==> src/rtl/striping_pkg.sv <==
// Shared types and constants for the two-lane word striper.
// Holds the default word width, FSM state enum and lane hold time.
package striping_pkg;

  localparam int DATA_WIDTH = 32;

  localparam logic [1:0] HOLD_CYCLES = 2'd2;

  typedef enum logic [1:0] {
    IDLE,
    EVEN,
    ODD
  } state_t;

endpackage

==> src/rtl/striping_lane_reg.sv <==
// One output lane: data word, valid flag and 2-bit hold counter.
// Ports: clk_2f, reset, load, din in; lane, valid, hold_low out.
module striping_lane_reg
  import striping_pkg::*;
#(
  parameter int DATA_WIDTH = striping_pkg::DATA_WIDTH
) (
  input  logic                  clk_2f,
  input  logic                  reset,
  input  logic                  load,
  input  logic [DATA_WIDTH-1:0] din,
  output logic [DATA_WIDTH-1:0] lane,
  output logic                  valid,
  output logic                  hold_low
);

  logic [1:0] cnt;

  always_ff @(posedge clk_2f or posedge reset) begin
    if (reset) begin
      lane  <= '0;
      valid <= 1'b0;
      cnt   <= 2'd0;
    end else if (load) begin
      lane  <= din;
      valid <= 1'b1;
      cnt   <= HOLD_CYCLES;
    end else if (cnt != 2'd0) begin
      cnt <= cnt - 2'd1;
      if (cnt == 2'd1) begin
        lane  <= '0;
        valid <= 1'b0;
      end
    end
  end

  // Counter will be zero after the next edge unless reloaded.
  assign hold_low = (cnt <= 2'd1);

endmodule

==> src/rtl/striping.sv <==
// Two-lane word striper: alternates accepted words onto lane_0/lane_1.
// Ports: clk_2f, reset, data_in, valid_in in; lanes, valids, next_lane, busy out.
module striping
  import striping_pkg::*;
#(
  parameter int DATA_WIDTH = striping_pkg::DATA_WIDTH
) (
  input  logic                  clk_2f,
  input  logic                  reset,
  input  logic [DATA_WIDTH-1:0] data_in,
  input  logic                  valid_in,
  output logic [DATA_WIDTH-1:0] lane_0,
  output logic                  valid_0,
  output logic [DATA_WIDTH-1:0] lane_1,
  output logic                  valid_1,
  output logic                  next_lane,
  output logic                  busy
);

  state_t state_q;
  state_t state_d;
  logic   low_0;
  logic   low_1;
  logic   drain;
  logic   load_0;
  logic   load_1;

  assign next_lane = (state_q == ODD);
  assign load_0    = valid_in & ~next_lane;
  assign load_1    = valid_in & next_lane;

  // Both lanes empty after this edge: a second idle cycle,
  // so the selector falls back to lane 0.
  assign drain = low_0 & low_1;

  always_ff @(posedge clk_2f or posedge reset) begin
    if (reset) state_q <= IDLE;
    else       state_q <= state_d;
  end

  always_comb begin
    state_d = state_q;
    unique case (state_q)
      IDLE: begin
        if (valid_in) state_d = ODD;
      end
      EVEN: begin
        if (valid_in)   state_d = ODD;
        else if (drain) state_d = IDLE;
      end
      ODD: begin
        if (valid_in)   state_d = EVEN;
        else if (drain) state_d = IDLE;
      end
      default: state_d = IDLE;
    endcase
  end

  striping_lane_reg #(.DATA_WIDTH(DATA_WIDTH)) u_lane_0 (
    .clk_2f   (clk_2f),
    .reset    (reset),
    .load     (load_0),
    .din      (data_in),
    .lane     (lane_0),
    .valid    (valid_0),
    .hold_low (low_0)
  );

  striping_lane_reg #(.DATA_WIDTH(DATA_WIDTH)) u_lane_1 (
    .clk_2f   (clk_2f),
    .reset    (reset),
    .load     (load_1),
    .din      (data_in),
    .lane     (lane_1),
    .valid    (valid_1),
    .hold_low (low_1)
  );

  assign busy = valid_0 | valid_1;

endmodule
==> config.mk <==
export PLATFORM = sky130hd
export DESIGN_NAME = striping
export DESIGN_NICKNAME = d
export VERILOG_FILES = /design/src/rtl/striping_pkg.sv /design/src/rtl/striping_lane_reg.sv /design/src/rtl/striping.sv
export SDC_FILE = /design/constraint.sdc
export NUM_CORES = 1
export LEC_CHECK = 0
export BUFFER_PORTS_ARGS = -buffer_cell sky130_fd_sc_hd__buf_2
export CORE_MARGIN = 2
export CORE_UTILIZATION = 45
export DETAILED_ROUTE_END_ITERATION = 10
export GPL_TIMING_DRIVEN = 0
export HOLD_SLACK_MARGIN = 0.06
export PLACE_DENSITY = 0.73
export SLEW_MARGIN = 10
export SYNTH_ARGS = -nofsm -noshare
export SYNTH_HDL_FRONTEND = slang
export SYNTH_SLANG_ARGS = --single-unit
==> constraint.sdc <==
create_clock -name clk_2f -period 1.8 [get_ports clk_2f]
set_input_delay 0.09 -clock clk_2f [delete_from_list [all_inputs] [get_ports clk_2f]]
set_output_delay 0.09 -clock clk_2f [all_outputs]
set_load 0.02 [all_outputs]
Yosys cells after proc, flatten, opt, wreduce, memory -nomap -nowiden

Cells that the tools add are included.

Input port bits: 35
Register bits after elaboration: 72
Word-level logic and storage cells: 51
Output and inout bits: 68

Multiplexer cells: 21
Equal/unequal tests: 5
Add/sub/neg operators: 2
Reduce and logical (&&, ||, !) cells: 9
Bitwise logic cells: 5
Order comparisons: 2

Operators with widths:

| kind                  | count |
|---|---|
| $mux W32              | 6 |
| $mux W2               | 8 |
| $reduce_bool A2 Y1    | 6 |
| $eq A2 B1 Y1 const B  | 3 |
| $mux W1               | 6 |
| $pmux W2 S3           | 1 |
| $le A2 B1 Y1 const B  | 2 |
| $reduce_and A2 Y1     | 2 |
| $sub A2 B1 Y2 const B | 2 |
| $and A1 B1 Y1         | 3 |
| $eq A2 B2 Y1 const B  | 1 |
| $logic_not A2 Y1      | 1 |
| $ne A2 B2 Y1 const B  | 1 |
| $not A1 Y1            | 1 |
| $or A1 B1 Y1          | 1 |

Depth between registers and ports, before layout

Depth after elaboration: 5
Mapped depth: 7
Depth with buffers taken out: 5

Hierarchy

Synthesis repeated with hierarchy kept, for this count alone.

Cells, all modules: 323
Area, all modules: 3,367.0 um^2

By module, submodules not included:

| module            | instances | cells each | area an instance (um^2) |
|---|---|---|---|
| striping_lane_reg | 2         | 155        | 1,622.8 |
| striping          | 1         | 13         | 121.4 |

Worst setup path after synthesis

Ideal clock, no wire load.

Path kind: register to register
Start point: register u_lane_0.cnt[1]
End point: register u_lane_0.lane[18]
Slack: 0.410 ns
Path buffers: 2
Required time: 1.724 ns
Period minus slack after synthesis: 1.390 ns
Stages on the path, launching flop included: 8
Arrival time: 1.314 ns
Cell sequence: dfrtp_1 inv_1 ha_1 nand2b_1 buf_2 clkbuf_1 nand2_1 o21ai_1

Word-level cells in the longest chain between the ends: 3
Elaborated cells between the ends (all ways): 5

RTL lines:

| what                                                      | line                                             | RTL |
|---|---|---|
| from (decl)                                               | striping_lane_reg.sv:17                          | `logic [1:0] cnt;` |
| from (signal assigned)                                    | striping_lane_reg.sv:29                          | `cnt <= cnt - 2'd1;` |
| $eq A2 B1 Y1 / $reduce_bool A2 Y1 (equally long branches) | striping_lane_reg.sv:30, striping_lane_reg.sv:28 |  |
| $reduce_bool A2 Y1 (no source line)                       | -                                                |  |
| $reduce_and A2 Y1 (no source line) *                      | -                                                |  |
| to (signal assigned)                                      | striping_lane_reg.sv:25                          | `lane <= din;` |
| to (decl)                                                 | striping_lane_reg.sv:12                          | `output logic [DATA_WIDTH-1:0] lane,` |

Mark *: on every way between the ends. The rest lies on a longest branch, timed or not.
A chain may end at the register's enable or synchronous reset.

Final worst setup path

Start point: register state_q[1]
End point: output next_lane

Word-level cells in the longest chain between the ends: 1

RTL lines:

| what                   | line           | RTL |
|---|---|---|
| from (decl)            | striping.sv:20 | `state_t state_q;` |
| from (signal assigned) | striping.sv:38 | `else state_q <= state_d;` |
| $eq A2 B2 Y1           | striping.sv:28 | `assign next_lane = (state_q == ODD);` |
| to (decl)              | striping.sv:16 | `output logic next_lane,` |

No other way between the ends.

==> flow_metrics.env <==
export IMPL_cts_sinks=72
export IMPL_fin_crit_ns=1.71
export IMPL_syn_num_nets=364
export IMPL_cpMaxStageDelayCell="dfrtp_1"
export IMPL_setup_worst_path_start_class="flop"
export IMPL_synth_flop_cell="dfrtp_1"
export IMPL_grt_pass1_vias=2695
export IMPL_drcViolationCount=9
export IMPL_synthCells=325
export IMPL_cts_tree="built"
export IMPL_post_drt_wl_per_cell_um=14.6
export IMPL_tightest_slew_ns=0.810
export IMPL_synthesis_area_um2=3010
export IMPL_die_w_um=85.8
export IMPL_gp_congestion=0.806
export IMPL_antenna_found_initial=0
export IMPL_p_leak_uw=0.00227
export IMPL_skew_ns=0.0127
export IMPL_ios=103
export IMPL_path_clk_slew_ns=0.07
export IMPL_layout_nets=511
export IMPL_cp_end_kind="output pin"
export IMPL_hold_viol=0
export IMPL_n_fill_cell=533
export IMPL_netlist_top_cells_count="100 x nand2_1, 72 x dfrtp_1, 64 x nand3_1"
export IMPL_via_count=2826
export IMPL_clockBufferDepth=2
export IMPL_yosysUniqueCellTypes=24
export IMPL_grt_overflow_total=0
export IMPL_htreeDepth=3
export IMPL_cts_buffers=9
export IMPL_dieArea_um2=7370
export IMPL_drt_total_wl_um=8110
export IMPL_required_ns=1.71
export IMPL_dp_hpwl_um=5390
export IMPL_die_h_um=85.8
export IMPL_start_util_pct=46.9
export IMPL_yosys_top_cells_area="dfrtp_1 60%, nand2_1 12%, nand3_1 11%"
export IMPL_synth_warnings=0
export IMPL_async_reset_ff_share_pct=100
export IMPL_hold_slack_ns=0.159
export IMPL_area_delta_synth_final_pct=38.9
export IMPL_fmax_ghz=0.585
export IMPL_violations="DRC"
export IMPL_cpPeakStageDelay_ns=0.42
export IMPL_hold_path_class="primary input to flop"
export IMPL_setup_tns_final_ns=0
export IMPL_ys_seq_area_share_pct=59.8
export IMPL_setup_violations=0
export IMPL_syn_area_per_cell_um2=9.27
export IMPL_synth_edf_count=0
export IMPL_rows=29
export IMPL_core_area_um2=6420
export IMPL_synth_area_leader_cell="dfrtp_1"
export IMPL_synth_seq_cells=72
export IMPL_rsz0062_at_grt="false"
export IMPL_clock_latency_ns=0.35
export IMPL_drtIter0Drc=162
export IMPL_firstDrtPassIters=8
export IMPL_via_per_inst=5.10
export IMPL_grt_max_degree=38
export IMPL_cts_root_buf="clkbuf_8"
export IMPL_antennaDiodeCount=0
export IMPL_critPathMaxFanout=10
export IMPL_max_cap_violations=0
export IMPL_worstPathArrival_ns=1.62
export IMPL_critical_path_class="flop to output pin"
export IMPL_final_max_slew_viol_count=0
export IMPL_layout_drive_gt1_share_pct=29.8
export IMPL_power_density_nw_per_um2=1850
export IMPL_crit_chain="nand2b_1, buf_4, clkbuf_1, inv_1, buf_2"
export IMPL_synth_most_common_cell="nand2_1"
export IMPL_port_buffers=102
export IMPL_status="finished, violations left"
export IMPL_grt_usage_pct=22.9
export IMPL_ant_nets=0
export IMPL_fin_crit_sh_pct=94.9
export IMPL_netlist_area_leader_share_pct=59.8
export IMPL_ir_worst_vdd_mv=0.985
export IMPL_relSlewSlack_pct=45.9
export IMPL_grt_pass1_wl_um=13100
==> what timing repair did <==
item,CTS,global route
endpoints found under the hold margin,100,0
endpoints found under the setup margin,0,23
setup buffers,0,0
resized for setup,0,8
hold buffers,33,0
==> cell families after synthesis <==
kind of cell	Yosys count	synth area share [%]
compound gates	37	6.56
xor+xnor	2	0.581
fa+ha+maj	4	1.66
mux	1	0.374
simple gates	176	25.4
buf+inv	33	5.69
flops	72	59.8
==> power by group <==
group	leakage [uW]	switching (uW)	total, uW	internal (uW)
clock network	0.0000989	640	1320	682
registers	0.000907	428	2820	2390
logic	0.00126	2350	3600	1250
==> sequential cells by signal, indices dropped and copies added (netlist names) <==
signal / flops
state_q: 2
u_lane_0.cnt: 2
u_lane_0.lane: 32
u_lane_0.valid: 1
u_lane_1.cnt: 2
u_lane_1.lane: 32
u_lane_1.valid: 1
==> routing by layer <==
metal  GRT usage, %  up-vias  share of wire (%)
li1               -     1362                  -
met1           30.0     1342                 42
met2           36.6      110                 49
met3           6.83       12                7.9
met4           7.65        0                1.4
met5              0        -                  0
==> per-stage QoR <==
stage | instance area, um^2 | setup slack [ns] | utilization [%] | cells | total power (uW)
after floorplan | 3020 | 0.410 | - | 325 | 5140
final | 4190 | 0.0918 | 65.2 | 554 | 7750
after global routing | 4190 | 0.00257 | 65.2 | 554 | 8270
after global placement | 3620 | 0.170 | 56.4 | 504 | 6270
after CTS | 4180 | 0.0830 | 65.1 | 554 | 7770
after detailed placement | 3640 | 0.123 | 56.8 | 505 | 6390
==> path summary, 6_finish.rpt <==
| kind | to | slack, ns | from | cells after the start |
|---|---|---|---|---|
| worst max-delay path | next_lane | 0.09 | state_q[1] | 5 |
| worst min-delay path | state_q[1] | 0.16 | valid_in | 3 |
| worst max register to register | u_lane_1.lane[19] | 0.21 | u_lane_1.cnt[0] | 7 |
| worst min register to register | u_lane_1.lane[25] | 0.50 | u_lane_1.lane[25] | 2 |
| max in group asynchronous | u_lane_0.lane[5] | 0.72 | reset | 4 |
| min in group asynchronous | u_lane_1.lane[24] | 0.44 | reset | 3 |
==> cell type report <==
type	instances	area (um^2)	area share, %
inverter	6	26.3	0.628
clock buffer	10	138	3.29
buffer	27	154	3.68
timing repair buffer	136	861	20.6
clock inverter	6	67.6	1.61
multi-input combinational	220	1040	24.9
tap	77	96.3	2.30
sequential	72	1800	43.0
==> worst max-delay path: cells and delay by family (launching register included) <==
family                 cells  cell delay [ns]
buffers and inverters      4             0.76
flip-flops                 1             0.42
AND/OR/NAND/NOR            1             0.08
==> cell usage in the layout, fill, tap and decap left out, drive strengths merged <==
| cell | n |
|---|---|
| a21o | 1 |
| buf | 120 |
| a211o | 1 |
| mux2 | 1 |
| xor2 | 2 |
| o21ai | 33 |
| or2 | 1 |
| dlygate4sd3 | 33 |
| ha | 4 |
| dfrtp | 72 |
| nand2b | 4 |
| nor2 | 4 |
| o31ai | 1 |
| nand2 | 100 |
| and3b | 1 |
| nand3 | 64 |
| o22a | 1 |
| clkinvlp | 3 |
| clkbuf | 20 |
| nand3b | 1 |
| bufinv | 1 |
| inv | 6 |
| clkinv | 2 |
| and2 | 1 |
Note: power is estimated with default switching activity, not from simulation.
